<file path="config.mk">
export PLATFORM = sky130hd
export DESIGN_NAME = muldiv_unit_flat
export DESIGN_NICKNAME = d
export VERILOG_FILES = /design/src/rtl/muldiv_unit_if.sv /design/src/rtl/muldiv_unit.sv /design/src/flat_wrapper.sv
export SDC_FILE = /design/constraint.sdc
export NUM_CORES = 1
export LEC_CHECK = 0
export ABC_AREA = 0
export CAP_MARGIN = 0
export CORE_AREA = 5 5 175 177
export CTS_CLUSTER_SIZE = 14
export DETAILED_ROUTE_END_ITERATION = 8
export DIE_AREA = 0 0 180 182
export GPL_ROUTABILITY_DRIVEN = 0
export PLACE_DENSITY = 0.82
export SLEW_MARGIN = 20
export SYNTH_ARGS = -nofsm -noshare
export SYNTH_HDL_FRONTEND = slang
export SYNTH_SLANG_ARGS = --single-unit
</file>
<file path="constraint.sdc">
create_clock -name clk -period 11.25 [get_ports clk]
set_clock_uncertainty 0.2 [all_clocks]
set_input_delay 2.25 -clock clk [delete_from_list [all_inputs] [get_ports clk]]
set_output_delay 2.25 -clock clk [all_outputs]
set_load 0.005 [all_outputs]
</file>
<file path="src/rtl/muldiv_unit_if.sv">
// Handshake and result bundle between the multicycle controller and muldiv_unit.
// The abort signal exists only when MULDIV_ABORT_EN is defined.
interface muldiv_unit_if #(
  parameter int WIDTH = 32
);
  logic             start;
`ifdef MULDIV_ABORT_EN
  logic             abort;
`endif
  logic [1:0]       op;
  logic [WIDTH-1:0] a;
  logic [WIDTH-1:0] b;
  logic             busy;
  logic             done;
  logic             div_zero;
  logic [WIDTH-1:0] hi;
  logic [WIDTH-1:0] lo;

  modport master (
    output start,
`ifdef MULDIV_ABORT_EN
    output abort,
`endif
    output op, a, b,
    input  busy, done, div_zero, hi, lo
  );

  modport slave (
    input  start,
`ifdef MULDIV_ABORT_EN
    input  abort,
`endif
    input  op, a, b,
    output busy, done, div_zero, hi, lo
  );
endinterface

</file>
<file path="src/rtl/muldiv_unit.sv">
// Iterative radix-2 MULT/MULTU/DIV/DIVU unit with HI/LO result registers.
// Optional feature: MULDIV_ABORT_EN adds an abort input to cancel a running op.
module muldiv_unit #(
  parameter int WIDTH = 32
) (
  input logic       clk,
  input logic       reset,
  muldiv_unit_if.slave bus
);
  localparam int CW = $clog2(WIDTH);

  typedef enum logic [1:0] {IDLE, PREP, RUN, FIX} state_t;

  state_t state;
  state_t state_nx;

  logic [WIDTH-1:0]   a_r;
  logic [WIDTH-1:0]   b_r;
  logic [WIDTH-1:0]   acc;
  logic [WIDTH-1:0]   q;
  logic [WIDTH-1:0]   hi_r;
  logic [WIDTH-1:0]   lo_r;
  logic [1:0]         op_r;
  logic [CW-1:0]      cnt;
  logic               sign_q;
  logic               sign_r;
  logic               done_r;
  logic               dz_r;
  logic               abort_now;
  logic               neg_a;
  logic               neg_b;
  logic               b_zero;
  logic [WIDTH-1:0]   a_mag;
  logic [WIDTH-1:0]   b_mag;
  logic [WIDTH-1:0]   step_acc;
  logic [WIDTH-1:0]   step_q;
  logic [WIDTH:0]     shifted;
  logic [WIDTH:0]     sum;
  logic [2*WIDTH-1:0] prod;
  logic [2*WIDTH-1:0] prod_fix;

`ifdef MULDIV_ABORT_EN
  assign abort_now = bus.abort & (state != IDLE);
`else
  assign abort_now = 1'b0;
`endif

  // Signed modes work on magnitudes; op[0]=1 selects unsigned.
  always_comb begin
    neg_a  = ~op_r[0] & a_r[WIDTH-1];
    neg_b  = ~op_r[0] & b_r[WIDTH-1];
    a_mag  = neg_a ? -a_r : a_r;
    b_mag  = neg_b ? -b_r : b_r;
    b_zero = op_r[1] & (b_r == '0);
  end

  // One radix-2 step: restoring divide or shift-add multiply.
  always_comb begin
    shifted  = {acc, q[WIDTH-1]};
    sum      = {1'b0, acc} + (q[0] ? {1'b0, b_r} : '0);
    step_acc = acc;
    step_q   = q;
    if (op_r[1]) begin
      if (shifted >= {1'b0, b_r}) begin
        step_acc = WIDTH'(shifted - {1'b0, b_r});
        step_q   = {q[WIDTH-2:0], 1'b1};
      end else begin
        step_acc = shifted[WIDTH-1:0];
        step_q   = {q[WIDTH-2:0], 1'b0};
      end
    end else begin
      step_acc = sum[WIDTH:1];
      step_q   = {sum[0], q[WIDTH-1:1]};
    end
  end

  // Sign-corrected full product for the FIX write.
  always_comb begin
    prod     = {acc, q};
    prod_fix = sign_q ? -prod : prod;
  end

  // State register.
  always_ff @(posedge clk) begin
    if (reset) state <= IDLE;
    else       state <= state_nx;
  end

  // Next-state logic; abort overrides any busy state.
  always_comb begin
    state_nx = state;
    unique case (state)
      IDLE: if (bus.start) state_nx = PREP;
      PREP: state_nx = b_zero ? IDLE : RUN;
      RUN:  if (cnt == '0) state_nx = FIX;
      FIX:  state_nx = IDLE;
      default: state_nx = IDLE;
    endcase
    if (abort_now) state_nx = IDLE;
  end

  // Operand capture, iteration datapath and HI/LO write-back.
  always_ff @(posedge clk) begin
    if (reset) begin
      a_r    <= '0;
      b_r    <= '0;
      acc    <= '0;
      q      <= '0;
      hi_r   <= '0;
      lo_r   <= '0;
      op_r   <= '0;
      cnt    <= '0;
      sign_q <= 1'b0;
      sign_r <= 1'b0;
      done_r <= 1'b0;
      dz_r   <= 1'b0;
    end else begin
      done_r <= 1'b0;
      dz_r   <= 1'b0;
      case (state)
        IDLE: if (bus.start) begin
          a_r  <= bus.a;
          b_r  <= bus.b;
          op_r <= bus.op;
        end
        PREP: if (!abort_now) begin
          q      <= a_mag;
          b_r    <= b_mag;
          acc    <= '0;
          cnt    <= CW'(WIDTH - 1);
          sign_q <= neg_a ^ neg_b;
          sign_r <= neg_a;
          if (b_zero) begin
            done_r <= 1'b1;
            dz_r   <= 1'b1;
          end
        end
        RUN: begin
          acc <= step_acc;
          q   <= step_q;
          cnt <= cnt - CW'(1);
        end
        FIX: if (!abort_now) begin
          if (op_r[1]) begin
            hi_r <= sign_r ? -acc : acc;
            lo_r <= sign_q ? -q : q;
          end else begin
            hi_r <= prod_fix[2*WIDTH-1:WIDTH];
            lo_r <= prod_fix[WIDTH-1:0];
          end
          done_r <= 1'b1;
        end
        default: ;
      endcase
    end
  end

  assign bus.busy     = (state != IDLE);
  assign bus.done     = done_r;
  assign bus.div_zero = dz_r;
  assign bus.hi       = hi_r;
  assign bus.lo       = lo_r;
endmodule

</file>
<file path="src/flat_wrapper.sv">
// flat-port wrapper written by rule: the top's interface ports become plain ports
module muldiv_unit_flat 
#(
  parameter int WIDTH = 32
)
  (clk, reset, bus_start, bus_op, bus_a, bus_b, bus_busy, bus_done, bus_div_zero, bus_hi, bus_lo);
  muldiv_unit_if #(.WIDTH(WIDTH)) bus_i ();
  input logic clk;
  input logic reset;
  input wire logic [$bits(bus_i.start)-1:0] bus_start;
  input wire logic [$bits(bus_i.op)-1:0] bus_op;
  input wire logic [$bits(bus_i.a)-1:0] bus_a;
  input wire logic [$bits(bus_i.b)-1:0] bus_b;
  output wire logic [$bits(bus_i.busy)-1:0] bus_busy;
  output wire logic [$bits(bus_i.done)-1:0] bus_done;
  output wire logic [$bits(bus_i.div_zero)-1:0] bus_div_zero;
  output wire logic [$bits(bus_i.hi)-1:0] bus_hi;
  output wire logic [$bits(bus_i.lo)-1:0] bus_lo;
  assign bus_i.start = bus_start;
  assign bus_i.op = bus_op;
  assign bus_i.a = bus_a;
  assign bus_i.b = bus_b;
  assign bus_busy = bus_i.busy;
  assign bus_done = bus_i.done;
  assign bus_div_zero = bus_i.div_zero;
  assign bus_hi = bus_i.hi;
  assign bus_lo = bus_i.lo;
  muldiv_unit #(.WIDTH(WIDTH)) u_core (.clk(clk), .reset(reset), .bus(bus_i));
endmodule
</file>
==> results by group, run 1 <==
Run status
  – Outcome: completed

Global route
  – Busiest grt layer: met2
  – Grt ovf: 0
  – GR Util met2: between 30% and 40%
  – Largest net degree at the start of global routing: 113
  – Met1 Resource Use GR: around 36%
  – Initial antenna violation count: 0
  – Number of global-route vias before repair: approximately 14000
  – Met3 Use GR: under 10%
  – First-pass GRT wire length: around 72000 um
  – Total GRT Usage: around a quarter

Critical path
  – Worst path required time: 11.42 ns
  – Setup crit start kind: flop
  – Critical Path Fanout Max: 7
  – CP Data Arrival Time: ~5 ns
  – Critical path type: flop to flop
  – Reg2reg start: u_core.q[0]$_SDFFE_PP0P_
  – FF-to-FF path depth: 13
  – Critical Path Source: u_core.q[0]$_SDFFE_PP0P_
  – Critical path capture point type: flop

Cells and area
  – Synth-to-Final Area Change: 14.9%
  – Layout cells sized above 1: between 3 and 4%
  – Diode count: 0
  – Final nets: 2200

Power
  – Power Total: around 2600 uW
  – Worst VDD drop: 0.0000897 V
  – PD cells: roughly 150 nW/um2
  – LEAKAGE: approximately 0.007 uW

Routing
  – Vias: 15350
  – Post-DRT Antenna Nets: 0
  – DR WL/cell: about 18 um
  – Routed wire length: about 45000 um
  – Number of detailed-route iterations in the first pass: 9
  – # DRC: 0
  – First DRT Iteration DRCs: between 1500 and 2000
  – Post-DR vias/cell: 6.23

Yosys
  – Post-synth EDFFs: 0
  – Prevailing post-synth register cell: dfxtp_1
  – Top post-synthesis cells by area: dfxtp_1 (27%), nor2_1 (6.7%), a21oi_1 (6.6%)
  – Most numerous cell in the Yosys netlist: nor2_1
  – Post-synth top area share: ~27%
  – Cell area after synthesis: around 15000 um2
  – Average size of a mapped cell: 7.46 um2
  – Gate Count Post-Synth: around 2000
  – Number of synthesized register bits: roughly 200
  – Post-synthesis sequential area ratio: between 20 and 30%
  – Top post-synthesis cells by count: nor2_1 (269), dfxtp_1 (205), a21oi_1 (199)
  – Yosys warns: 0
  – Syn Nets: about 2200
  – Yosys top cell by area: dfxtp_1
  – Post-synthesis async set-or-reset flop share: 0%
  – Count of different cell masters after synthesis: between 70 and 80

Clock tree
  – Hold_buf cts: 0
  – H-tree depth: 1
  – Post-cts gate resize count: 0
  – Postcts setup bufs: 0
  – CTS buffer count: 24
  – Clock root buffer: clkbuf_16
  – Worst-path clk slew: 0.06 ns
  – Clk_lat worst skew: between 0.5 and 0.6 ns
  – Clock sinks: 205
  – Max Buffers Root-to-Sink: 3
  – CTS tree: yes

Timing
  – Final Max Tran Viols: 0
  – Fin. Hold Viols: 0
  – Total negative slack: 0 ns
  – Worst-case headroom to the max-slew limit: a little over a quarter
  – Worst Max-Slew Pin Slew: approximately 1.1 ns
  – Final setup violation count: 0
  – Tmin final: around 4.8 ns
  – Max Fclk: 0.208 GHz
  – RSZ-0062 raised after global routing: no
  – Crit share post-route: 42.8%
  – PnR worst setup slack: around 6.4 ns

Worst hold path
  – Cell count of the worst hold path: 2
  – Hold Path Class: flop to flop
  – Hold wc startpoint: u_core.bus.hi[28]$_SDFFE_PP0N_

Floorplan
  – Die Y: 182 um
  – Die Span X: around 180 um
  – Initial core utilization: 51.6%
  – Io pins: 136
  – Cell Rows: 63
  – Total core area: 29100 um2
  – Die ar.: around 33000 um2

Placed design
  – Port Buf Inserts: between 100 and 150
  – Post-DP HPWL: 33200 um
  – Dpl ws: about 6.3 ns

Run
  – Max Cap Viol: 0
## cells by family (layout without fill, tap and decap cells)
kind of cell	Yosys count	in the layout	synth area share, %
AOI/OAI and AO/OA	616	616	26.2
xor gates and xnor gates	138	138	8.05
adders and majority gates	76	76	6.43
buffers and inverters	206	265	5.32
DFF	205	205	27.3
muxes	89	89	5.97
and+or+nand+nor	683	683	20.8
## path summary, 6_finish.rpt
| check | endpoint | slack [ns] |
|---|---|---|
| setup reg to reg | u_core.acc[30]$_SDFFE_PP0P_ | 6.44 |
| hold reg to reg | u_core.bus.hi[28]$_SDFFE_PP0N_ | 0.27 |
| hold / removal | u_core.bus.hi[28]$_SDFFE_PP0N_ | 0.27 |
| setup / recovery | u_core.acc[30]$_SDFFE_PP0P_ | 6.44 |
## per-stage QoR
stage | hold slack [ns] | instance area, um2 | std cells | utilization, %
2_1_floorplan | 0.239 | 15000 | 2013 | -
3_3_place_gp | 0.251 | 16500 | 2419 | 56.6
3_5_place_dp | 0.261 | 16500 | 2419 | 56.6
4_1_cts | 0.272 | 17300 | 2462 | 59.3
5_1_grt | 0.305 | 17300 | 2462 | 59.3
6_report | 0.270 | 17300 | 2462 | 59.3
## area by class of cell
type	count	area (um2)
Fill cell	2533	11800
Multi-Input combinational cell	1602	10200
Timing Repair Buffer	147	1440
Tap cell	390	488
Inverter	75	282
Sequential cell	205	4110
Clock inverter	12	136
Clock buffer	31	657
## registers in the layout, indices dropped and copies added, names as in the netlist, named ones only
register / flops
u_core.cnt: 5
u_core.bus.hi: 32
u_core.b_r: 32
u_core.q: 32
u_core.bus.done: 1
u_core.state: 1
u_core.op_r: 2
u_core.sign_q: 1
u_core.bus.div_zero: 1
u_core.a_r: 32
u_core.sign_r: 1
u_core.acc: 32
u_core.bus.lo: 32
## cells in the final DEF, fill, tap and decap left out, drive strengths merged, types with 13 or more instances in the layout
| cell | n |
|---|---|
| o211ai | 21 |
| nor4 | 18 |
| nand2b | 23 |
| nor2b | 24 |
| xor2 | 73 |
| clkdlybuf4s50 | 134 |
| mux2i | 85 |
| o31ai | 22 |
| nand2 | 179 |
| o21ai | 115 |
| o41ai | 14 |
| dfxtp | 205 |
| clkbuf | 31 |
| and3 | 18 |
| ha | 74 |
| inv | 76 |
| a21o | 42 |
| nor3 | 46 |
| or3 | 18 |
| a21oi | 199 |
| nand4 | 16 |
| o22ai | 17 |
| xnor2 | 65 |
| a211oi | 63 |
| buf | 13 |
| a31oi | 16 |
| a22oi | 26 |
| nor2 | 269 |
| nand3 | 31 |
## where the power goes
part | total [uW] | switching (uW) | internal (uW)
logic | 924 | 562 | 362
registers | 872 | 84.5 | 787
clock network | 790 | 330 | 460
total | 2590 | 976 | 1610
## layer usage
metal  share of wire (%)  up-vias
met5                   0        -
li1                    -     7328
met1                  43     6995
met4                 5.1        0
met2                  42      840
met3                 9.5      187
## worst max-delay path, cell delays in order (launching register included)
cell	delay [ns]
dfxtp_1	0.53
nand2_1	0.25
inv_1	0.13
ha_1	0.24
a21o_1	0.16
a21o_1	0.22
a2111oi_0	0.81
o211ai_1	0.34
a31o_2	0.37
a211o_1	0.36
a221oi_1	0.51
o21ai_0	0.23
xnor2_1	0.17
o221ai_1	0.12
Note: power is estimated with default switching activity, not from simulation.
==> inputs of run 2 (changes only) <==
PLACE_DENSITY = 0.84   (was 0.82)
clock period = 3.9 ns   (was 11.25 ns; I/O delays follow)
==> run 2 against run 1 <==
  * Largest cell class unchanged
  * Critical endpoint is now u_core.acc[27]$_SDFFE_PP0P_
  * Sequential power grew to 2.9 times the previous value
  * Register-to-register slack worse by 6.3 ns
  * Flip-flop and latch count stayed put
  * Sequential share of layout area shrank 0.64 points
  * Count of clock-buffer cells in the layout is 1 lower
  * Hold slack improved by 0.0074 ns
  * Cell count up 2.2%
  * Combinational power rose to 3.1 times the previous value
  * Fmax grew 29%
==> results by group, run 2 (same netlist as run 1, synthesis figures left out) <==
Timing
  – RSZ-0062 raised after global routing: no
  – PnR worst setup slack: 0.167 ns (-6.27 ns)
  – WHS: 0.278 ns (+0.00736 ns)
  – Worst Max-Slew Pin Slew: 1.04 ns (-0.0502 ns)
  – Worst-case headroom to the max-slew limit: 30.6% (+3.4 points)
  – Final setup violation count: 0 (unchanged)
  – Max Fclk: 0.268 GHz (+29%)
  – Crit share post-route: 95.7% (+53 points)
  – Final Max Tran Viols: 0 (unchanged)
  – Fin. Hold Viols: 0 (unchanged)
  – Total negative slack: 0 ns (unchanged)
  – Tmin final: 3.73 ns (-1.08 ns)

Routing
  – First DRT Iteration DRCs: 1454 (-20%)
  – # DRC: 0 (unchanged)
  – DR WL/cell: 18.6 um (+1.4%)
  – Routed wire length: 46900 um (+3.6%)
  – Vias: 15652 (+2.0%)
  – Metal3 WL: 4860 um (+13%)
  – Metal1 wirelength: 19800 um (+1.0%)
  – Post-DRT Antenna Nets: 0 (unchanged)
  – Post-DR vias/cell: 6.22 (-0.26%)
  – DR top layer: met5
  – Number of detailed-route iterations in the first pass: 9 (unchanged)
  – WL met2: 20200 um (+6.3%)

Power
  – Combinational power share: 37.0% (+1.3 points)
  – LEAKAGE: 0.00717 uW (+4.4%)
  – PD cells: 430 nW/um2 (+190%)
  – Clock Power Share: 30.3% (-0.3 points)
  – Switch share: 37.6% (-0.19 points)
  – Internal cell power: 4760 uW (+200%)
  – Worst VDD drop: 0.000302 V (+240%)
  – Flop pwr share: 32.8% (-0.9 points)
  – Power Total: 7630 uW (+200%)
  – Sw Pwr: 2870 uW (+190%)

Global route
  – Largest net degree at the start of global routing: 84 (-26%)
  – Number of global-route vias before repair: 14481 (+3.7%)
  – Grt ovf: 0 (unchanged)
  – Initial antenna violation count: 1 (+1)
  – Total GRT Usage: 26.7% (+1.0 points)
  – First-pass GRT wire length: 74200 um (+3.6%)

Floorplan
  – Cell Rows: 63 (unchanged)
  – Total core area: 29100 um2 (unchanged)
  – Die Y: 182 um (unchanged)
  – Die ar.: 32800 um2 (unchanged)
  – Initial core utilization: 51.6% (unchanged)
  – Io pins: 136 (unchanged)
  – Die Span X: 180 um (unchanged)

Critical path
  – Setup crit start kind: flop
  – Critical path capture point type: flop
  – Worst path required time: 4.08 ns (-7.34 ns)
  – Critical Path Fanout Max: 11 (+4)
  – Critical path type: flop to flop
  – CP Data Arrival Time: 3.92 ns (-1.06 ns)

Worst hold path
  – Hold Path Class: flop to flop

Cells and area
  – Commonest non-fill, non-tap cells in the layout: nor2_1 (268), dfxtp_1 (204), a21oi_1 (199)
  – Layout cells sized above 1: 6.82% (+2.9 points)
  – Synth-to-Final Area Change: 18.1%
  – Most common cell after layout, fill and taps aside: nor2_1
  – Diode count: 0 (unchanged)
  – Finished Layout Cells: 2517 (+2.2%)
  – Final nets: 2255 (+2.5%)

Clock tree
  – Clock sinks: 205 (unchanged)
  – Clock root buffer: clkbuf_16
  – Max Buffers Root-to-Sink: 3 (unchanged)
  – Clk_lat worst skew: 0.52 ns (-0.02 ns)
  – CTS tree: yes
  – Worst-path clk slew: 0.06 ns (about the same)
  – Hold_buf cts: 0 (unchanged)
  – H-tree depth: 1 (unchanged)
  – CTS buffer count: 23 (-4.2%)

Placed design
  – Dpl ws: 0.166 ns (-6.11 ns)
  – Post-DP HPWL: 35100 um (+5.8%)
  – Port Buf Inserts: 135 (unchanged)
  – DP Cell Count: 2475 (+2.3%)

Run status
  – Outcome: completed

Run
  – Max Cap Viol: 0 (unchanged)
[run 2: cell count changes in the layout (fill, tap and decap cells not counted), sizes merged]
cell,previous run,this run
bufinv,2,3
clkbuf,31,30
buf,13,69
clkinv,6,5
[run 2: worst paths after layout]
kind / from / to / slack (ns) / depth (start not counted)
worst max register to register: u_core.b_r[10]$_SDFFE_PP0P_ / u_core.acc[27]$_SDFFE_PP0P_ / 0.17 / 13
worst min register to register: u_core.a_r[21]$_SDFFE_PP0P_ / u_core.a_r[21]$_SDFFE_PP0P_ / 0.28 / 2
worst min-delay path: u_core.a_r[21]$_SDFFE_PP0P_ / u_core.a_r[21]$_SDFFE_PP0P_ / 0.28 / 2
worst max-delay path: u_core.b_r[10]$_SDFFE_PP0P_ / u_core.acc[27]$_SDFFE_PP0P_ / 0.17 / 13
[run 2: power groups by stage]
stage	logic, uW	clock network, uW	registers, uW
detailed placement	2720	0	2530
global placement	2640	0	2520
finish	2820	2310	2500
CTS	2740	2330	2490
global route	3070	2420	2520
floorplan	2030	0	2460
[run 2: what timing repair did]
| item | CTS | global route |
|---|---|---|
| setup buffers | 0 | 0 |
| gates resized for setup | 0 | 11 |
| endpoints found under the hold margin | 0 | 0 |
| endpoints found under the setup margin | 0 | 10 |
[run 2: routing by layer]
metal | global-route usage (%) | up-vias
met5 | 0 | -
met4 | 10.3 | 2
met3 | 5.49 | 166
met2 | 41.8 | 880
met1 | 36.3 | 7179
li1 | - | 7425
[run 2: critical path, cell delays in order (launching register included)]
cell	delay, ns
dfxtp_1	0.40
inv_1	0.16
ha_1	0.40
and3_1	0.20
and4_1	0.29
nand3_1	0.14
nor2_1	0.24
a31oi_1	0.25
a31oi_1	0.31
o21ai_4	0.13
buf_4	0.22
a32o_1	0.28
a21oi_1	0.24
o21ai_0	0.14
[run 2: through the flow]
stage	util, %	cell area, um2
after CTS	60.8	17700
final	61.0	17700
after floorplan	-	15000
after global placement	58.0	16900
after detailed placement	58.0	16900
after global routing	61.0	17700
[run 2: area by class of cell]
class,count,area [um2]
clock buffers,30,652
clock inverters,12,150
fillers,2475,11400
inverters,75,282
multi-input cells,1602,10200
flip-flops and latches,205,4110
well taps,390,488
repair buffers,203,1860
